<file path="config.mk">
export PLATFORM = sky130hd
export DESIGN_NAME = refill_arbiter
export DESIGN_NICKNAME = d
export VERILOG_FILES = /design/src/rtl/refill_arbiter.sv
export SDC_FILE = /design/constraint.sdc
export NUM_CORES = 1
export LEC_CHECK = 0
export ABC_AREA = 0
export BUFFER_PORTS_ARGS = -buffer_cell sky130_fd_sc_hd__clkbuf_2
export CAP_MARGIN = 30
export CORE_UTILIZATION = 44
export CTS_CLUSTER_DIAMETER = 60
export DETAILED_ROUTE_END_ITERATION = 12
export PLACE_DENSITY = 0.81
export SYNTH_ARGS = -nofsm -noshare
export SYNTH_HDL_FRONTEND = slang
export SYNTH_SLANG_ARGS = --single-unit
</file>
<file path="constraint.sdc">
create_clock -name i_aclk -period 1.6 [get_ports i_aclk]
set_input_delay 0.16 -clock i_aclk [delete_from_list [all_inputs] [get_ports i_aclk]]
set_output_delay 0.16 -clock i_aclk [all_outputs]
set_load 0.01 [all_outputs]
</file>
<file path="src/rtl/refill_arbiter.sv">
// Two-requester cache refill arbiter onto a single AXI read channel.
// Round-robin grant, one outstanding burst, beat counting with length check.
module refill_arbiter #(
  parameter int ADDR_SIZE = 32,
  parameter int DATA_SIZE = 32
) (
  input  logic                 i_aclk,
  input  logic                 i_areset,
  input  logic                 i_req0,
  input  logic                 i_req1,
  input  logic [ADDR_SIZE-1:0] i_addr0,
  input  logic [ADDR_SIZE-1:0] i_addr1,
  input  logic [7:0]           i_len0,
  input  logic [7:0]           i_len1,
  output logic                 o_ack0,
  output logic                 o_ack1,
  output logic                 o_rvalid0,
  output logic                 o_rvalid1,
  output logic                 o_rlast,
  output logic [DATA_SIZE-1:0] o_rdata,
  output logic [1:0]           o_rresp,
  output logic                 o_len_err,
  output logic [ADDR_SIZE-1:0] o_araddr,
  output logic [7:0]           o_arlen,
  output logic                 o_arvalid,
  input  logic                 i_arready,
  output logic [1:0]           o_arburst,
  output logic [2:0]           o_arsize,
  input  logic [DATA_SIZE-1:0] i_rdata,
  input  logic [1:0]           i_rresp,
  input  logic                 i_rlast,
  input  logic                 i_rvalid,
  output logic                 o_rready
);

  localparam logic [1:0] IDLE = 2'd0;
  localparam logic [1:0] ADDR = 2'd1;
  localparam logic [1:0] DATA = 2'd2;

  logic [1:0]           state_q, state_d;
  logic                 ptr_q, ptr_d;
  logic                 owner_q, owner_d;
  logic [7:0]           cnt_q, cnt_d;
  logic [ADDR_SIZE-1:0] araddr_q, araddr_d;
  logic [7:0]           arlen_q, arlen_d;

  logic in_addr, in_data, beat, cnt_hit, burst_end, grant;

  assign in_addr   = (state_q == ADDR);
  assign in_data   = (state_q == DATA);
  assign beat      = in_data & i_rvalid;
  assign cnt_hit   = (cnt_q == arlen_q);
  assign burst_end = beat & (i_rlast | cnt_hit);
  // Pointer only matters on contention; a lone requester always wins.
  assign grant     = (i_req0 & i_req1) ? ptr_q : i_req1;

  always_comb begin
    state_d  = state_q;
    ptr_d    = ptr_q;
    owner_d  = owner_q;
    cnt_d    = cnt_q;
    araddr_d = araddr_q;
    arlen_d  = arlen_q;
    unique case (state_q)
      IDLE: begin
        if (i_req0 | i_req1) begin
          state_d  = ADDR;
          owner_d  = grant;
          araddr_d = grant ? i_addr1 : i_addr0;
          arlen_d  = grant ? i_len1 : i_len0;
        end
      end
      ADDR: begin
        if (i_arready) begin
          state_d = DATA;
          cnt_d   = 8'd0;
        end
      end
      DATA: begin
        if (beat) begin
          cnt_d = cnt_q + 8'd1;
          if (burst_end) begin
            state_d = IDLE;
            ptr_d   = ~owner_q;
          end
        end
      end
      default: state_d = IDLE;
    endcase
  end

  always_ff @(posedge i_aclk or posedge i_areset) begin
    if (i_areset) begin
      state_q  <= IDLE;
      ptr_q    <= 1'b0;
      owner_q  <= 1'b0;
      cnt_q    <= 8'd0;
      araddr_q <= '0;
      arlen_q  <= 8'd0;
    end else begin
      state_q  <= state_d;
      ptr_q    <= ptr_d;
      owner_q  <= owner_d;
      cnt_q    <= cnt_d;
      araddr_q <= araddr_d;
      arlen_q  <= arlen_d;
    end
  end

  assign o_arvalid = in_addr;
  assign o_araddr  = araddr_q;
  assign o_arlen   = arlen_q;
  assign o_arburst = 2'b01;
  assign o_arsize  = 3'b010;
  assign o_ack0    = in_addr & i_arready & ~owner_q;
  assign o_ack1    = in_addr & i_arready & owner_q;

  assign o_rready  = in_data;
  assign o_rvalid0 = beat & ~owner_q;
  assign o_rvalid1 = beat & owner_q;
  assign o_rlast   = in_data & i_rlast;
  assign o_rdata   = in_data ? i_rdata : '0;
  assign o_rresp   = in_data ? i_rresp : 2'b00;
  assign o_len_err = beat & (i_rlast ^ cnt_hit);

endmodule

</file>
==> impl_metrics.yaml <==
sta:
  drv_slew: 0
  finalSetupViolCount: 5
  rsz0062_at_grt: "yes"
  clock.fmax_mhz: 503
  final.period_utilization_pct: 124
  whs_ps: 110
  layout_setup_ws_ps: -389
  skew_ps: 5.05
  finalHoldViolCount: 0
  fin_crit_ps: 1990
  tightest_slew_ps: 563
  slew_headroom_pct: 62.4
synth:
  synth_top_flop_cell: "dfrtp_1"
  synth_edf_count: 0
  yosys.area.top_type: "dfrtp_1"
  syn_inst: 364
  async_reset_ff_share_pct: 100
  synth.area.top_cells: "dfrtp_1, a31oi_2, nand3b_1"
  ys_seq_area_share_pct: 37.4
  synth_area_sq_um: 3480
  synth.most_common_cell: "dfrtp_1"
  ys_types: 33
  avgSynthCellArea_sq_um: 9.55
  synth_top_cell_area_share_pct: 37.4
  ys_warn_count: 0
  ys_ff_latch: 52
  synthTopCellsByCount: "dfrtp_1, o21ai_0, a21oi_1, nand3b_1, a31oi_2"
global_routing:
  grt-ovfl-total: 0
  grt_max_degree: 59
  grtUsageTotal_pct: 24.0
  grt_pass1_wl_um: 15900
  grt_pass1_vias: 3406
  antenna_found_initial: 0
place:
  place_area_sq_um: 4660
  dpl.hpwl_um: 7680
  gp_congestion: 0.776
  port_buffers: 202
drt:
  wl_met2_um: 5730
  wl_per_cell_um: 15.7
  dr.pass1.iters: 4
  routed_wl_um: 10700
  dr.max_layer_used: "met4"
  drtAntennaViolNets: 0
  vias: 3627
  via_per_inst: 5.30
  wl_met3_um: 709
  drc_errors: 0
  wl_met1_um: 4110
  drt_iter0_drc: 104
setup_path:
  critPathKind: "flop to output pin"
  cp_slowest_cell: "dfrtp_1"
  worstPathMaxFanout: 2
  cp_data_required_time_ps: 1440
  max_stage_delay_ps: 400
  crit_chain: "xor2_1, nor4_2, nand2_1, ha_1, and3_1, buf_2"
  cp-end-kind: "output pin"
  arrival_ps: 1830
  critPathLaunchType: "flop"
clocking:
  cts_sinks: 52
  h-tree-depth: 2
  cts_tree: "done"
  clk_pin_slew_ps: 90
  cts.path.max_buffers: 2
  cts_inserted_buffers: 5
  ctsRootBufferMaster: "clkbuf_8"
  clk_latency_ps: 310
die:
  core_sq_um: 7690
  die_y_um: 90.9
  io_pins: 208
  initial_utilization_pct: 45.2
  core.rowCount: 32
  die-area_sq_um: 8260
  die_x_um: 90.9
power_and_ir_drop:
  leakagePower_nw: 2.43
  pwr_density_cell_nw_per_um2: 1540
  ir_drop_mv: 0.881
outcome:
  violations: "setup timing"
  status: "finished, violations left"
layout:
  finalNetCount: 705
  final_design_area_no_fill_sq_um: 5180
  areaGrowthSynthToFinish_pct: 48.9
  antenna_cells: 0
  drive_gt1_share_pct: 56.0
run:
  drv_cap: 0
hold_path:
  hp-class: "input port to flop"
-- power by group --
| group | internal, mW | total [mW] | switching, mW | leakage, nW |
|---|---|---|---|---|
| Clock | 0.386 | 0.805 | 0.419 | 0.0503 |
| Sequential | 1.90 | 2.29 | 0.390 | 0.603 |
| Combinational | 2.42 | 4.87 | 2.45 | 1.78 |
| Total | 4.71 | 7.97 | 3.26 | 2.43 |
-- flip-flops by register name, indices dropped and copies added, names as in the netlist --
register  count
o_arlen       8
state_q       2
o_araddr     32
cnt_q         8
ptr_q         1
owner_q       1
-- final cells by class --
type	instances	area, sq um
clock buffer	7	96.3
timing repair buffer	251	1630
sequential	52	1300
multi-input combinational	266	2000
fill	601	2510
inverter	6	22.5
tap	102	128
-- metal layers --
metal / vias to the layer above / GRT usage, %
li1: 1731 / -
met1: 1720 / 27.3
met2: 159 / 45.7
met3: 17 / 4.55
met4: 0 / 6.22
met5: - / 0
-- timing repair --
action / 4_1_cts / 5_1_grt
endpoints found under the setup margin: 43 / 35
pin swaps: 6 / 16
hold endpoints to repair: 19 / 0
cloned: 0 / 6
gates resized for setup: 5 / 59
hold buffers: 1 / 0
setup buffers: 3 / 11
-- final timing paths --
kind                       startpoint           end  slack, ps  depth (start not counted)
max                          cnt_q[3]     o_len_err       -390                          6
min                         i_arready    state_q[0]        110                          2
max reg2reg                  cnt_q[3]    state_q[1]         50                          6
min reg2reg                state_q[1]    state_q[0]        480                          1
max in group asynchronous    i_areset    state_q[0]        670                          4
min in group asynchronous    i_areset  o_araddr[10]        390                          3
-- logic make-up (layout without fill, tap and decap cells) --
family,after synthesis,after routing,synth area share (%)
fa+ha+maj,2,2,0.720
other cells,2,5,0.216
buf+inv,49,264,8.38
simple gates,114,114,21.6
compound gates,133,133,28.6
flops,52,52,37.4
xor+xnor,9,9,2.27
mux,3,3,0.864
-- critical path: cells and delay by family (launching register included) --
kind / cells / cell delay, ps
and+or+nand+nor: 3 / 530
adders and majority gates: 1 / 280
buffers and inverters: 1 / 130
xor gates and xnor gates: 1 / 180
DFF: 1 / 400
-- through the flow --
stage                     utilization (%)  std cells  setup slack (ps)  TNS, ps  total power [mW]
after floorplan                         -        367              87.2        0              4.97
after detailed placement             60.7        658              -136     -141              6.49
after global routing                 67.4        684              -452    -1820              8.49
after global placement               60.7        658              -134     -134              6.36
final                                67.4        684              -389     -728              7.97
after CTS                            62.5        669              -436     -436              7.35
-- cell usage in the layout, fill, tap and decap left out, types with 10 or more instances in the layout --
cell type,netlist,routed
a21oi_1,42,42
a31oi_2,40,40
and2_1,35,22
and2_4,1,14
buf_4,5,34
buf_6,2,19
clkbuf_2,0,184
dfrtp_1,52,50
nand2_1,10,10
nand3b_1,41,41
o21ai_0,45,44
No activity file was read; power rests on OpenSTA's default activity.
